$ cat src/rtl/ac_loader_pkg.sv
// rtl/ac_loader_pkg.sv - shared state encoding and parameter defaults for the accumulator loader
package ac_loader_pkg;

    localparam int ADDR_W_DEF  = 8;
    localparam int DATA_W_DEF  = 10;
    localparam int TIMEOUT_DEF = 15;

    typedef enum logic [2:0] {
        ST_IDLE = 3'd0,
        ST_REQ  = 3'd1,
        ST_LOAD = 3'd2,
        ST_CLR  = 3'd3,
        ST_ERR  = 3'd4
    } state_t;

endpackage

$ cat src/rtl/ac_loader_if.sv
// rtl/ac_loader_if.sv - memory read bus between the loader (master) and the memory (slave)
interface ac_loader_if
    import ac_loader_pkg::*;
#(
    parameter int ADDR_W = ADDR_W_DEF,
    parameter int DATA_W = DATA_W_DEF
) ();

    logic              mem_req;
    logic [ADDR_W-1:0] mem_addr;
    logic              mem_ack;
    logic [DATA_W-1:0] mem_rdata;

    modport master (
        output mem_req,
        output mem_addr,
        input  mem_ack,
        input  mem_rdata
    );

    modport slave (
        input  mem_req,
        input  mem_addr,
        output mem_ack,
        output mem_rdata
    );

endinterface

$ cat src/rtl/ac_loader.sv
// rtl/ac_loader.sv - command FSM that clears the accumulator or loads it from memory with an ack timeout
module ac_loader
    import ac_loader_pkg::*;
#(
    parameter int ADDR_W  = ADDR_W_DEF,
    parameter int DATA_W  = DATA_W_DEF,
    parameter int TIMEOUT = TIMEOUT_DEF
) (
    input  logic              clk,
    input  logic              clear_n,
    input  logic              start,
    input  logic              op_clr,
    input  logic [ADDR_W-1:0] addr,
    output logic              busy,
    output logic              done,
    output logic              err,
    ac_loader_if.master       mem,
    output logic [DATA_W-1:0] ac_in,
    output logic              ac_re,
    output logic              ac_clear
);

    // The counter must be able to hold TIMEOUT itself; the abort decision is
    // taken in the REQ cycle whose increment would make it reach TIMEOUT.
    localparam int              CNT_W = (TIMEOUT < 2) ? 1 : $clog2(TIMEOUT + 1);
    localparam logic [CNT_W-1:0] LIMIT = CNT_W'(TIMEOUT - 1);

    state_t           state;
    logic [CNT_W-1:0] wait_cnt;

    // Single FSM: every output is computed for the next state and registered,
    // so pulses line up with the state they belong to. ac_in doubles as the
    // capture register for mem_rdata and therefore holds outside LOAD.
    always_ff @(posedge clk or negedge clear_n) begin
        if (!clear_n) begin
            state        <= ST_IDLE;
            wait_cnt     <= '0;
            busy         <= 1'b0;
            done         <= 1'b0;
            err          <= 1'b0;
            mem.mem_req  <= 1'b0;
            mem.mem_addr <= '0;
            ac_in        <= '0;
            ac_re        <= 1'b0;
            ac_clear     <= 1'b0;
        end else begin
            done     <= 1'b0;
            err      <= 1'b0;
            ac_re    <= 1'b0;
            ac_clear <= 1'b0;
            case (state)
                ST_IDLE: begin
                    if (start) begin
                        busy <= 1'b1;
                        if (op_clr) begin
                            state    <= ST_CLR;
                            ac_clear <= 1'b1;
                            done     <= 1'b1;
                        end else begin
                            state        <= ST_REQ;
                            mem.mem_addr <= addr;
                            mem.mem_req  <= 1'b1;
                            wait_cnt     <= '0;
                        end
                    end
                end
                ST_REQ: begin
                    if (mem.mem_ack) begin
                        // An ack in the final permitted cycle still completes the load.
                        state       <= ST_LOAD;
                        ac_in       <= mem.mem_rdata;
                        mem.mem_req <= 1'b0;
                        ac_re       <= 1'b1;
                        done        <= 1'b1;
                    end else begin
                        wait_cnt <= wait_cnt + 1'b1;
                        if (wait_cnt == LIMIT) begin
                            state       <= ST_ERR;
                            mem.mem_req <= 1'b0;
                            err         <= 1'b1;
                        end
                    end
                end
                ST_LOAD, ST_CLR, ST_ERR: begin
                    state <= ST_IDLE;
                    busy  <= 1'b0;
                end
                default: begin
                    state       <= ST_IDLE;
                    busy        <= 1'b0;
                    mem.mem_req <= 1'b0;
                end
            endcase
        end
    end

endmodule

$ cat src/flat_wrapper.sv
// flat-port wrapper written by rule: the top's interface ports become plain ports
module ac_loader_flat import ac_loader_pkg::*;
#(
    parameter int ADDR_W  = ADDR_W_DEF,
    parameter int DATA_W  = DATA_W_DEF,
    parameter int TIMEOUT = TIMEOUT_DEF
)
  (clk, clear_n, start, op_clr, addr, busy, done, err, ac_in, ac_re, ac_clear, mem_mem_req, mem_mem_addr, mem_mem_ack, mem_mem_rdata);
  ac_loader_if #(.ADDR_W(ADDR_W), .DATA_W(DATA_W)) mem_i ();
  input  logic clk;
  input  logic clear_n;
  input  logic start;
  input  logic op_clr;
  input  logic [ADDR_W-1:0] addr;
  output logic busy;
  output logic done;
  output logic err;
  output logic [DATA_W-1:0] ac_in;
  output logic ac_re;
  output logic ac_clear;
  output wire logic [$bits(mem_i.mem_req)-1:0] mem_mem_req;
  output wire logic [$bits(mem_i.mem_addr)-1:0] mem_mem_addr;
  input wire logic [$bits(mem_i.mem_ack)-1:0] mem_mem_ack;
  input wire logic [$bits(mem_i.mem_rdata)-1:0] mem_mem_rdata;
  assign mem_mem_req = mem_i.mem_req;
  assign mem_mem_addr = mem_i.mem_addr;
  assign mem_i.mem_ack = mem_mem_ack;
  assign mem_i.mem_rdata = mem_mem_rdata;
  ac_loader #(.ADDR_W(ADDR_W), .DATA_W(DATA_W), .TIMEOUT(TIMEOUT)) u_core (.clk(clk), .clear_n(clear_n), .start(start), .op_clr(op_clr), .addr(addr), .busy(busy), .done(done), .err(err), .mem(mem_i), .ac_in(ac_in), .ac_re(ac_re), .ac_clear(ac_clear));
endmodule
$ cat config.mk
export PLATFORM = sky130hd
export DESIGN_NAME = ac_loader_flat
export DESIGN_NICKNAME = d
export VERILOG_FILES = /design/src/rtl/ac_loader_pkg.sv /design/src/rtl/ac_loader_if.sv /design/src/rtl/ac_loader.sv /design/src/flat_wrapper.sv
export SDC_FILE = /design/constraint.sdc
export NUM_CORES = 1
export LEC_CHECK = 0
export ABC_AREA = 0
export ABC_CLOCK_PERIOD_IN_PS = 2050
export BUFFER_PORTS_ARGS = -buffer_cell sky130_fd_sc_hd__buf_4
export CAP_MARGIN = 20
export CORE_MARGIN = 2
export CORE_UTILIZATION = 30
export DETAILED_ROUTE_END_ITERATION = 16
export SLEW_MARGIN = 20
export SYNTH_ARGS = -nofsm -noshare
export SYNTH_HDL_FRONTEND = slang
export SYNTH_SLANG_ARGS = --single-unit
$ cat constraint.sdc
create_clock -name clk -period 2.05 [get_ports clk]
set_input_delay 0.205 -clock clk [delete_from_list [all_inputs] [get_ports clk]]
set_output_delay 0.205 -clock clk [all_outputs]
set_load 0.05 [all_outputs]
Yosys cells after proc, flatten, opt, wreduce, memory -nomap -nowiden --
Cells that the tools add are included.
Word-level totals: output and inout port bits 24, register bits 31, word-level logic and storage cells 57
Cells by class: muxes and demuxes 25, equality and inequality tests 9, reduce and logical (&&, ||, !) cells 9, add/sub/neg operators 1, bitwise logic cells 3
Operators with widths (count):
- $mux 1 | 13
- $mux 4 | 3
- $mux 3 | 3
- $pmux 4 s2 | 1
- $reduce_and 4->1 | 2
- $eq 3x2->1 const B | 2
- $ne 2x2->1 const B | 3
- $pmux 3 s2 | 1
- $reduce_and 2->1 | 3
- $add 4x1->4 const B | 1
- $eq 4x4->1 const B | 1
- $pmux 1 s2 | 2
- $eq 3x1->1 const B | 1
- $eq 3x3->1 const B | 1
- $logic_not 3->1 | 1
- $ne 3x2->1 const B | 1
- $not 1->1 | 3
- $pmux 1 s3 | 1
- $reduce_and 3->1 | 1
- $reduce_or 3->1 | 1
- $mux 2 | 1
- $reduce_bool 2->1 | 1

Longest topological paths before layout --
word-level depth 4, mapped depth 6

Worst setup path before layout --
OpenSTA, ideal clock, no wires.
path kind register -> register, start point register u_core.state[1], end point register u_core.mem.mem_req, buffers on the path 1, stages on the path, launching flop included 6, path slack 514 ps, clock period less this slack 1536 ps, data arrival time 1413 ps, required time 1926 ps, library setup time 124 ps, cell sequence dfrtp_1 > or4b_1 > buf_4 > nand2b_4 > a41oi_2 > a21oi_1
Between the ends: longest elaborated chain between the ends 4, elaborated cells on any way between the ends 12
RTL lines:
- from (decl) | line ac_loader.sv:28 | state_t state;
- from (signal assigned) | line ac_loader.sv:36 | state <= ST_IDLE;
- from (signal assigned) | line ac_loader.sv:56 | state <= ST_CLR;
- from (signal assigned) | line ac_loader.sv:60 | state <= ST_REQ;
- $eq 3x2->1 / $eq 3x3->1 (equally long branches) | line ac_loader.sv:51 | case (state)
- $reduce_or 3->1 | line ac_loader.sv:51
- $not 1->1 (no line)
- $reduce_and 4->1 (no line)
- to (signal assigned) | line ac_loader.sv:62 | mem.mem_req <= 1'b1;
- to (signal assigned) | line ac_loader.sv:72 | mem.mem_req <= 1'b0;
- to (signal assigned) | line ac_loader.sv:79 | mem.mem_req <= 1'b0;
- to (decl) | line ac_loader_if.sv:15 | output mem_req,
Parallel ways exist; a longest one is shown, timed or not. A chain may end at the register's enable or synchronous reset.

Worst setup path in the final report --
start point register u_core.state[1], end point register u_core.ac_in[0]
Between the ends: longest elaborated chain between the ends 2
RTL lines:
- $eq 3x1->1 | line ac_loader.sv:51
- $reduce_and 2->1 (no line)
- to (signal assigned) | line ac_loader.sv:71 | ac_in <= mem.mem_rdata;
- to (decl) | line ac_loader.sv:18 | output logic [DATA_W-1:0] ac_in,
No other way between the ends.

==> results.sh <==
export IMPL_status="finished, final reports clean"
export IMPL_cts_hold_buf=1
export IMPL_r2r_end="u_core.ac_in[0]$_DFFE_PN0P_"
export IMPL_antenna_found_initial=0
export IMPL_syn_nets=132
export IMPL_drt_iter0_markers=35
export IMPL_initial_core_util=0.316
export IMPL_yosys_top_cells_area="dfrtp_1, mux2_2, nand2_1, ha_1, nand3_1"
export IMPL_power_mw=3.19
export IMPL_leakage_nw=0.909
export IMPL_synth_top_area_frac=0.610
export IMPL_worstPathRequired_ps=2220
export IMPL_postCtsResizedCells=0
export IMPL_setup_slack_ps=333
export IMPL_drv_cap=0
export IMPL_path_class="flip-flop to flip-flop"
export IMPL_ant_nets=0
export IMPL_syn_to_final_growth_pct=39.8
export IMPL_row_count=23
export IMPL_synthCells=107
export IMPL_synth_edff_count=0
export IMPL_r2r_cells=3
export IMPL_drtPass1Iterations=4
export IMPL_avgSynthCellArea_um2=11.9
export IMPL_cts_reportedPaths_clkPinSlew_ps=60
export IMPL_endpoint_kind="flip-flop"
export IMPL_overflow=0
export IMPL_worstHoldPathType="input pin to flip-flop"
export IMPL_route_detailed_drc=0
export IMPL_crit_fanout=13
export IMPL_place_port_buffers=46
export IMPL_finClkSkew_ps=2.41
export IMPL_core_area_mm2=0.00403
export IMPL_utilization=0.442
export IMPL_grt_pass1_wl_mm=4.70
export IMPL_dieArea_mm2=0.00478
export IMPL_final_hold_violation_count=0
export IMPL_maxSlewHeadroom=0.624
export IMPL_wl_per_cell_um=13.1
export IMPL_ys_seq_elements=31
export IMPL_n_antenna_cell=0
export IMPL_via_per_inst=4.55
export IMPL_pwr_density_cell_mw_per_mm2=1800
export IMPL_clk_latency_ps=280
export IMPL_post_cts_setup_buffers=0
export IMPL_grt_usage=0.128
export IMPL_clockBufferDepth=2
export IMPL_rsz0062_at_grt="false"
export IMPL_max_slew_worst_pin_slew_ps=564
export IMPL_grt_max_degree=32
export IMPL_vias=951
export IMPL_startpoint_type="flip-flop"
export IMPL_seq_area_frac_synth=0.610
export IMPL_drive_gt1_frac=0.447
export IMPL_synth_cell_area_mm2=0.00127
export IMPL_nets=183
export IMPL_cp_arrival_ps=1890
export IMPL_tns_ps=0
export IMPL_fin_crit_sh=0.838
export IMPL_cts_sinks=31
export IMPL_max_freq_ghz=0.582
export IMPL_setup_viol=0
export IMPL_die_width_um=69.1
export IMPL_cts_root_buf="clkbuf_8"
export IMPL_tritoncts="yes"
export IMPL_r2r_start="u_core.state[1]$_DFFE_PN0P_"
export IMPL_nFillCells=407
export IMPL_finalHoldWorstSlack_ps=108
export IMPL_reg2reg_slack_ps=330
export IMPL_ios=47
export IMPL_maxSlewViolCount=0
export IMPL_hold_end="u_core.mem.mem_addr[4]$_DFFE_PN0P_"
export IMPL_die_height_um=69.1
export IMPL_finalCriticalPeriod_ps=1720
export IMPL_routabilityCongestion=0.779
export IMPL_vdd_drop_max_uv=741
export IMPL_final_cells=209
export IMPL_place_ws_ps=337
export IMPL_ys_warn_count=0
export IMPL_synth_largest_area_cell="dfrtp_1"
export IMPL_fin_area_mm2=0.00178
export IMPL_placed_cells=200
export IMPL_synth_main_ff_cell="dfrtp_1"
export IMPL_drt_wl_total_mm=2.73
export IMPL_grt_pass1_vias=1027
export IMPL_ctsHtreeMaxLevel=2
export IMPL_place_area_mm2=0.00167
export IMPL_place_hpwl_mm=2.00
export IMPL_cts_buffers=5
export IMPL_async_flop_share=1.00
export IMPL_worstHoldStart="addr[4]"
export IMPL_min_path_cells=3
export IMPL_ys_types=30
-- state kept, by name (all words and copies together), names as in the netlist, 3 cells and up --
name                 count
u_core.ac_in            10
u_core.state             3
u_core.mem.mem_addr      8
u_core.wait_cnt          4
-- cell type report --
class / instances / area (um2) / share of cell area
Timing Repair Buffer: 49 / 370 / 0.208
Clock buffer: 8 / 100 / 0.0563
Inverter: 2 / 7.51 / 0.00422
Sequential cell: 31 / 776 / 0.436
Tap cell: 50 / 62.6 / 0.0352
Multi-Input combinational cell: 69 / 463 / 0.260
-- cells in the mapped netlist, types with 2 or more instances --
cell / count
or2_2: 2
nand2_1: 26
dfrtp_1: 31
ha_1: 2
inv_1: 2
nor2_1: 3
buf_2: 3
nand2b_1: 2
mux2_2: 11
nand3_1: 5
-- where the power goes --
part           internal, mW  switching [mW]  leakage (nW)
clock network         0.306           0.217        0.0515
logic                 0.551            1.07         0.470
registers             0.873           0.179         0.387
-- routing by layer --
layer  wire, um  GRT usage  vias to the layer above
met5          0          0                        -
met4         73     0.0719                        0
met3        135     0.0512                        9
met2       1410      0.213                       25
met1       1120      0.137                      459
li1           -          -                      458
-- cells in the final DEF (no fill, tap or decap), drive strengths merged --
cell type,instances
dfrtp,31
inv,2
ha,2
clkbuf,8
and2b,1
a2111o,1
mux2i,1
or2,2
nand2,26
and2,1
and3,1
nor2b,1
nand2b,3
a41oi,1
nand4,1
o21bai,1
a21oi,1
nor4b,1
o21ai,1
o22ai,1
o21a,1
nor2,3
or4b,1
mux2,11
a21o,1
nor3b,1
dlygate4sd3,1
nand3,5
buf,48
-- cell families after synthesis --
family          Yosys count  synth area share
compound gates            8            0.0521
fa+ha+maj                 2            0.0197
buf+inv                   7            0.0265
flops                    31             0.610
mux                      12             0.105
simple gates             47             0.187
-- how the worst max path moves through the flow --
stage | from | to | slack, ps | cells past startpoint
2_1_floorplan | u_core.state[1]$_DFFE_PN0P_ | u_core.mem.mem_req$_DFFE_PN0P_ | 510 | 5
3_3_place_gp | u_core.state[1]$_DFFE_PN0P_ | u_core.mem.mem_req$_DFFE_PN0P_ | 400 | 4
3_5_place_dp | u_core.state[1]$_DFFE_PN0P_ | u_core.ac_in[0]$_DFFE_PN0P_ | 340 | 3
4_1_cts | u_core.state[1]$_DFFE_PN0P_ | u_core.ac_in[0]$_DFFE_PN0P_ | 320 | 3
5_1_grt | u_core.state[1]$_DFFE_PN0P_ | u_core.ac_in[8]$_DFFE_PN0P_ | 170 | 3
6_report | u_core.state[1]$_DFFE_PN0P_ | u_core.ac_in[0]$_DFFE_PN0P_ | 330 | 3
-- critical path, stage by stage, from the launching register on --
cell and delay [ps]:
dfrtp_1 430, nor2_1 220, and3_1 560, mux2_2 400
Note: power is estimated with default switching activity, not from simulation.
